## src/rtl/layer_pkg.sv

```systemverilog
// Shared types and constants for the layer-2 password hash checker.
package layer_pkg;

    typedef enum logic [1:0] {
        S_IDLE,
        S_HASH,
        S_CMP,
        S_DONE
    } state_e;

    localparam int ROUNDS = 4;
    localparam logic [15:0] HASH_INIT = 16'hA5C3;

    // Index 0 is the rightmost element.
    localparam logic [ROUNDS-1:0][15:0] K = {
        16'h4E07, 16'h3C95, 16'h2B71, 16'h1F3D
    };

endpackage

```

## src/rtl/layer2_hash_round.sv

```systemverilog
// One combinational round of the 16-bit password hash.
module hash_round
    import layer_pkg::*;
(
    input  logic [15:0] h_i,
    input  logic [7:0]  pw_i,
    input  logic [15:0] k_i,
    output logic [15:0] h_next_o
);

    logic [15:0] rot;

    assign rot      = {h_i[12:0], h_i[15:13]};
    assign h_next_o = (rot ^ {pw_i, ~pw_i}) + k_i;

endmodule

```

## src/rtl/layer2.sv

```systemverilog
// Layer-2 checker: hashes a candidate in 4 rounds and compares it to a target.
module layer2
    import layer_pkg::*;
(
    input  logic        clk,
    input  logic        reset,
    input  logic        goL2,
    input  logic [7:0]  Din,
    input  logic        load_target,
    input  logic [15:0] target_in,
    output logic        doneL2,
    output logic        match,
    output logic        found,
    output logic [7:0]  found_pw,
    output logic [15:0] attempts,
    output logic        busy
);

    state_e      state_q, state_d;
    logic [15:0] h_q, h_d;
    logic [1:0]  r_q, r_d;
    logic [7:0]  shadow_q, shadow_d;
    logic [15:0] target_q, target_d;
    logic        match_q, match_d;
    logic        found_q, found_d;
    logic [7:0]  fpw_q, fpw_d;
    logic [15:0] attempts_q, attempts_d;
    logic [15:0] h_rnd;
    logic        hit;

    hash_round u_round (
        .h_i      (h_q),
        .pw_i     (shadow_q),
        .k_i      (K[r_q]),
        .h_next_o (h_rnd)
    );

    assign hit = (h_q == target_q);

    always_ff @(posedge clk) begin
        if (reset) begin
            state_q    <= S_IDLE;
            h_q        <= '0;
            r_q        <= '0;
            shadow_q   <= '0;
            target_q   <= '0;
            match_q    <= 1'b0;
            found_q    <= 1'b0;
            fpw_q      <= '0;
            attempts_q <= '0;
        end else begin
            state_q    <= state_d;
            h_q        <= h_d;
            r_q        <= r_d;
            shadow_q   <= shadow_d;
            target_q   <= target_d;
            match_q    <= match_d;
            found_q    <= found_d;
            fpw_q      <= fpw_d;
            attempts_q <= attempts_d;
        end
    end

    always_comb begin
        state_d    = state_q;
        h_d        = h_q;
        r_d        = r_q;
        shadow_d   = shadow_q;
        target_d   = target_q;
        match_d    = match_q;
        found_d    = found_q;
        fpw_d      = fpw_q;
        attempts_d = attempts_q;
        unique case (state_q)
            S_IDLE: begin
                match_d = 1'b0;
                if (load_target) begin
                    target_d   = target_in;
                    found_d    = 1'b0;
                    fpw_d      = '0;
                    attempts_d = '0;
                end
                if (goL2) begin
                    state_d = S_HASH;
                    h_d     = HASH_INIT;
                    r_d     = '0;
                end else begin
                    shadow_d = Din;
                end
            end
            S_HASH: begin
                h_d = h_rnd;
                r_d = r_q + 2'd1;
                if (r_q == 2'(ROUNDS - 1)) state_d = S_CMP;
            end
            S_CMP: begin
                match_d = hit;
                if (attempts_q != 16'hFFFF) attempts_d = attempts_q + 16'd1;
                // Only the first matching candidate is remembered.
                if (hit && !found_q) begin
                    found_d = 1'b1;
                    fpw_d   = shadow_q;
                end
                state_d = S_DONE;
            end
            S_DONE: begin
                if (!goL2) state_d = S_IDLE;
            end
            default: state_d = S_IDLE;
        endcase
    end

    assign doneL2   = (state_q == S_DONE);
    assign busy     = (state_q == S_HASH) || (state_q == S_CMP);
    assign match    = match_q && doneL2;
    assign found    = found_q;
    assign found_pw = fpw_q;
    assign attempts = attempts_q;

endmodule
```

## config.mk

```make
export PLATFORM = sky130hd
export DESIGN_NAME = layer2
export DESIGN_NICKNAME = d
export VERILOG_FILES = /design/src/rtl/layer_pkg.sv /design/src/rtl/layer2_hash_round.sv /design/src/rtl/layer2.sv
export SDC_FILE = /design/constraint.sdc
export NUM_CORES = 1
export LEC_CHECK = 0
export CAP_MARGIN = 20
export CORE_UTILIZATION = 59
export CTS_BUF_LIST = sky130_fd_sc_hd__clkbuf_16
export DETAILED_ROUTE_END_ITERATION = 12
export PLACE_DENSITY = 0.85
export SLEW_MARGIN = 20
export SYNTH_ARGS = -nofsm -noshare
export SYNTH_HDL_FRONTEND = slang
export SYNTH_SLANG_ARGS = --single-unit
export TNS_END_PERCENT = 50
```

## constraint.sdc

```tcl
create_clock -name clk -period 4.9 [get_ports clk]
set_input_delay 0.49 -clock clk [delete_from_list [all_inputs] [get_ports clk]]
set_output_delay 0.49 -clock clk [all_outputs]
set_load 0.02 [all_outputs]
```

==> reports/metrics.cfg, run 1 <==
[status]
outcome = finished clean

[grt]
grt_pass1_wl_um = 16500
grt_max_degree = 54
antenna_found_initial = 0
grt_pass1_vias = 3440
track_usage = 0.300
overflow = 0

[synth]
syn_nets = 509
synthTopCellsByCount = 80 x nand2_1, 70 x dfxtp_1, 44 x a21oi_1
netlist_top_cells_area = dfxtp_1 36%, xnor2_1 8.3%, nand2_1 7.7%
syn-cell-area_mm2 = 0.00392
synth-seq-area-share = 0.358
synth-seq-cells = 70
synth.most_common_cell = nand2_1
ys_warn_count = 0
synth_top_area_frac = 0.358
synth_edf_count = 0
synthCells = 457
avgSynthCellArea_um2 = 8.57
synthArstFlopShare = 0
synth_flop_cell = dfxtp_1
yosysUniqueCellTypes = 56
synth_top_area_cell = dfxtp_1

[detailed_routing]
drc_errors = 0
wl_um = 9840
drt_iter0_drc = 252
wl_per_cell_um = 16.8
drtAntennaViolNets = 0
dr_total_vias = 3446
dr.pass1.iters = 5
via_per_inst = 5.87

[setup_path]
startpoint_type = flip-flop
crit_type = flip-flop to flip-flop
cp_max_fo = 6
critPathCaptureType = flip-flop
crit_path_frequent_cell = ha_1
worst_path_largest_cell_delay_ns = 0.41
critPathRequiredTime_ns = 5.13
worstPathArrival_ns = 3.01
cpMaxStageDelayCell = dfxtp_1
path_cells = inv_1, ha_1, ha_1, a211o_1, a2111oi_4, nor4_2, o31ai_1, nand2_1, o211a_1

[hold_path]
min_path_type = flip-flop to flip-flop

[sta]
fin_crit_sh = 0.569
finClkSkew_ns = 0.00559
worst_hold_slack_ns = 0.457
setup-violations-final = 0
slew_headroom = 0.331
maxSlewViolCount = 0
finalCriticalPeriod_ns = 2.79
report.final.hold_viol_count = 0
max_freq_mhz = 359
tightest_slew_ns = 1.00
finalSetupTns_ns = 0
rsz0062_at_grt = false

[pwr]
p_seq_frac = 0.261
switchingPower_uw = 1410
power_frac_comb = 0.539
p_int_uw = 1870
finalPower_uw = 3270
power.leakage_uw = 0.00181
clockPowerShare = 0.200
power.density_mw_per_mm2 = 684
ir_drop_uv = 571
power.share.switching = 0.430

[flow_run]
maxCapViolations = 0

[clocking]
numCtsBuffers = 9
clockRootBuffer = clkbuf_16
cts_tree = built
cts_resized = 0
htree_num_levels = 3
cts_setup_buffers = 0
cts.sinks = 70
cts_hold_buf = 0
path_clk_slew_ns = 0.06
cts_buffer_depth = 2
clock_latency_ns = 0.34

[cells_and_area]
num-fill-cells = 471
nNetsFinal = 557
drive_above_1_share = 0.0588
antennaDiodeCount = 0
area_growth_pct = 22.1

[placed_design]
place.gp.congestion = 0.927
hpwl_um = 7200
port_buffers = 55

[floorplanning]
die_w_um = 83.5
initial_utilization = 0.613
dieArea_mm2 = 0.00697
die_h_um = 83.5
coreArea_mm2 = 0.00639
rows = 29
ios = 56

[routing by layer]
metal  wire length, um  vias up  GRT usage
met5                 0        -          0
met3               579       25     0.0643
met4               259        0      0.120
met1              4300     1635      0.380
met2              4700      122      0.499
li1                  -     1664          -
[final timing paths]
path,depth (start not counted),start,endpoint,slack (ns)
setup / recovery,9,r_q[1],h_q[13],2.11
setup reg to reg,9,r_q[1],h_q[13],2.11
hold reg to reg,2,found_pw[6],found_pw[6],0.46
hold / removal,2,found_pw[6],found_pw[6],0.46
[per-stage QoR]
step / setup slack [ns] / util / instance area [um2] / instances
6_report: 2.11 / 0.749 / 4780 / 587
2_1_floorplan: 2.36 / - / 3920 / 457
3_3_place_gp: 2.25 / 0.702 / 4490 / 571
3_5_place_dp: 2.17 / 0.702 / 4490 / 571
5_1_grt: 1.81 / 0.749 / 4780 / 587
4_1_cts: 2.15 / 0.749 / 4780 / 587
[power by group through the flow]
stage / Combinational (uW) / Sequential, uW / Clock [uW]
3_3_place_gp: 1680 / 856 / 0
3_5_place_dp: 1730 / 862 / 0
2_1_floorplan: 1400 / 814 / 0
6_report: 1760 / 853 / 656
5_1_grt: 1940 / 869 / 689
4_1_cts: 1750 / 851 / 658
[cell type report]
| type | count | area [um2] | area share |
|---|---|---|---|
| multi-input cells | 358 | 2400 | 0.502 |
| clock buffers | 9 | 225 | 0.0471 |
| repair buffers | 55 | 546 | 0.114 |
| flip-flops and latches | 70 | 1400 | 0.293 |
| inverters | 11 | 41.3 | 0.00863 |
| clock inverters | 7 | 72.6 | 0.0152 |
| well taps | 77 | 96.3 | 0.0201 |
[critical path, delay by kind of cell (launching register included)]
family | cells | cell delay (ns)
AOI/OAI and AO/OA | 4 | 1.16
and+or+nand+nor | 2 | 0.23
DFF | 1 | 0.41
buffers and inverters | 1 | 0.16
adders and majority gates | 2 | 0.72
[sequential cells by signal, indices dropped and copies added (netlist names)]
signal / cells
h_q: 16
found: 1
r_q: 2
shadow_q: 8
attempts: 16
state_q: 2
match_q: 1
found_pw: 8
target_q: 16
[cell usage in the layout (no fill, tap or decap), types with 5 or more instances in the layout]
master            n
o21a_1            5
or3_1             9
a21oi_1          44
inv_1            11
xnor2_1          37
nand3_1           9
nand4_1           9
o21ai_0           5
clkdlybuf4s50_1  54
nand2_1          80
ha_1             23
nor2_1           41
xor2_1           22
dfxtp_1          70
a211oi_1          6
clkbuf_16         9
a21o_1            8
[cell families after synthesis]
group	after synthesis	share of synthesized area
flops	70	0.358
mux	4	0.0105
xor+xnor	63	0.158
compound gates	93	0.165
fa+ha+maj	24	0.0786
buf+inv	29	0.0291
simple gates	174	0.201
Power figures use the tool's default switching activity.
==> run 2: changes to the inputs <==
- CORE_UTILIZATION: 59 -> 55
- PLACE_DENSITY: 0.85 -> 0.8
- clock period: 4.9 -> 2.8 ns (I/O delays scaled with it)
==> run 2 against run 1 <==
Wire length decreased by 2.4%. Highest routed layer unchanged. Register-to-register slack got worse by 2.0 ns. Largest power group unchanged. Flip-flop and latch count unchanged. Critical endpoint is now h_q[15]. Global-route usage fell by 2.8 points.
==> reports/metrics.cfg, run 2 (synthesis results as in run 1) <==
[grt]
grt_pass1_wl_um = 15600  ; -5.7%
antenna_found_initial = 0  ; unchanged
track_usage = 0.271  ; -0.0285
grt_max_degree = 28  ; -48%
overflow = 0  ; unchanged
grt_pass1_vias = 3213  ; -6.6%

[sta]
setup-violations-final = 0  ; unchanged
tightest_slew_ns = 0.660  ; -0.344 ns
max_freq_mhz = 373  ; +3.9%
rsz0062_at_grt = false
slew_headroom = 0.556  ; +0.225
report.final.hold_viol_count = 0  ; unchanged
fin_crit_sh = 0.958  ; +0.390
finalCriticalPeriod_ns = 2.68  ; -0.104 ns
finClkSkew_ns = 0.00613  ; +0.000534 ns
maxSlewViolCount = 0  ; unchanged
finalSetupTns_ns = 0  ; unchanged

[placed_design]
port_buffers = 55  ; unchanged
hpwl_um = 7100  ; -1.4%
dp_cells = 600  ; +5.1%
place.gp.congestion = 0.957  ; +3.3%

[detailed_routing]
via_per_inst = 5.61  ; -4.5%
wl_um = 9600  ; -2.4%
dr_total_vias = 3448  ; +0.058%
wl_per_cell_um = 15.6  ; -6.9%
drtAntennaViolNets = 0  ; unchanged
drt_iter0_drc = 203  ; -19%
dr.pass1.iters = 5  ; unchanged
drc_errors = 0  ; unchanged

[clocking]
cts_hold_buf = 0  ; unchanged
cts_tree = built
clock_latency_ns = 0.33  ; about the same
cts_buffer_depth = 2  ; unchanged
cts_resized = 0  ; unchanged
cts.sinks = 70  ; unchanged
cts_setup_buffers = 0  ; unchanged
clockRootBuffer = clkbuf_16
numCtsBuffers = 9  ; unchanged
htree_num_levels = 3  ; unchanged
path_clk_slew_ns = 0.06  ; about the same

[pwr]
ir_drop_uv = 696  ; +22%
power.leakage_uw = 0.00187  ; +3.6%
power.density_mw_per_mm2 = 1210  ; +77%
power.share.switching = 0.414  ; -0.0161
power_frac_comb = 0.537  ; -0.002
switchingPower_uw = 2480  ; +76%
p_int_uw = 3510  ; +88%
clockPowerShare = 0.215  ; +0.015
p_seq_frac = 0.248  ; -0.013

[cells_and_area]
nNetsFinal = 567  ; +1.8%
drive_above_1_share = 0.0829  ; +0.0240
layout_commonest_cell = nand2_1
area_growth_pct = 26.1
antennaDiodeCount = 0  ; unchanged
fin_cells = 615  ; +4.8%
final_cell_mix = 80 x nand2_1, 70 x dfxtp_1, 54 x clkdlybuf4s50_1, 44 x a21oi_1, 41 x nor2_1

[floorplanning]
initial_utilization = 0.573  ; -0.0400
coreArea_mm2 = 0.00683  ; +7.0%
dieArea_mm2 = 0.00746  ; +7.1%
die_h_um = 86.4  ; +3.5%
rows = 30  ; +3.4%
die_w_um = 86.4  ; +3.5%
ios = 56  ; unchanged

[setup_path]
cp_max_fo = 6  ; unchanged
critPathRequiredTime_ns = 3.05  ; -2.08 ns
startpoint_type = flip-flop
worstPathArrival_ns = 2.93  ; -0.08 ns
crit_type = flip-flop to flip-flop
critPathCaptureType = flip-flop

[status]
outcome = finished clean

[flow_run]
maxCapViolations = 0  ; unchanged

[hold_path]
min_path_type = primary input to flip-flop

## run 2: cell count changes in the layout (fill, tap and decap cells not counted)
cell and delta:
clkinv_2 -1, ha_1 -2, inv_6 -1, buf_4 +10
o32ai_2 +1, o32ai_1 -1, bufinv_16 +2, nor4_1 -1
clkinv_4 -1, ha_2 +2, nor4_2 +1
## run 2: final timing paths
path,start,to,slack [ns],depth (start not counted)
min,reset,target_q[6],0.42,2
min reg2reg,found_pw[5],found_pw[5],0.45,2
max,r_q[1],h_q[15],0.12,10
max reg2reg,r_q[1],h_q[15],0.12,10
## run 2: area by class of cell
cell class	count	area, um2
Clock buffer	9	225
Clock inverter	6	110
Fill cell	533	1890
Inverter	11	41.3
Multi-Input combinational cell	358	2420
Sequential cell	70	1400
Tap cell	96	120
Timing Repair Buffer	65	621
## run 2: power by group through the flow
stage,sequential [uW],combinational [uW],clock [uW]
global route,1510,3490,1360
CTS,1480,3150,1300
global placement,1490,3030,0
floorplan,1420,2460,0
finish,1490,3210,1290
detailed placement,1500,3110,0
## run 2: routing by layer
layer  global-route usage  wire length (um)  vias up
met5                    0                 0        -
met4               0.0985               279        0
met3               0.0619               623       24
met2                0.426              4330      133
met1                0.366              4360     1606
li1                     -                 -     1685
## run 2: per-stage QoR
step	instance area [um2]	power, uW	worst slack [ns]	hold WS [ns]	util
after global routing	4940	6370	0.00354	0.427	0.723
after CTS	4920	5930	0.148	0.408	0.720
after global placement	4580	4530	0.238	0.442	0.671
after detailed placement	4580	4610	0.165	0.446	0.671
final	4940	5990	0.116	0.417	0.723
after floorplan	3920	3880	0.260	0.416	-
## run 2: critical path: stages, from the launching register on
cell and delay [ns]:
dfxtp_1 0.41, inv_1 0.15, ha_1 0.22, or2_2 0.28, ha_1 0.30, a21o_1 0.16
a21o_1 0.17, a2111o_1 0.42, o22ai_2 0.16, xnor2_1 0.11, a211oi_2 0.23
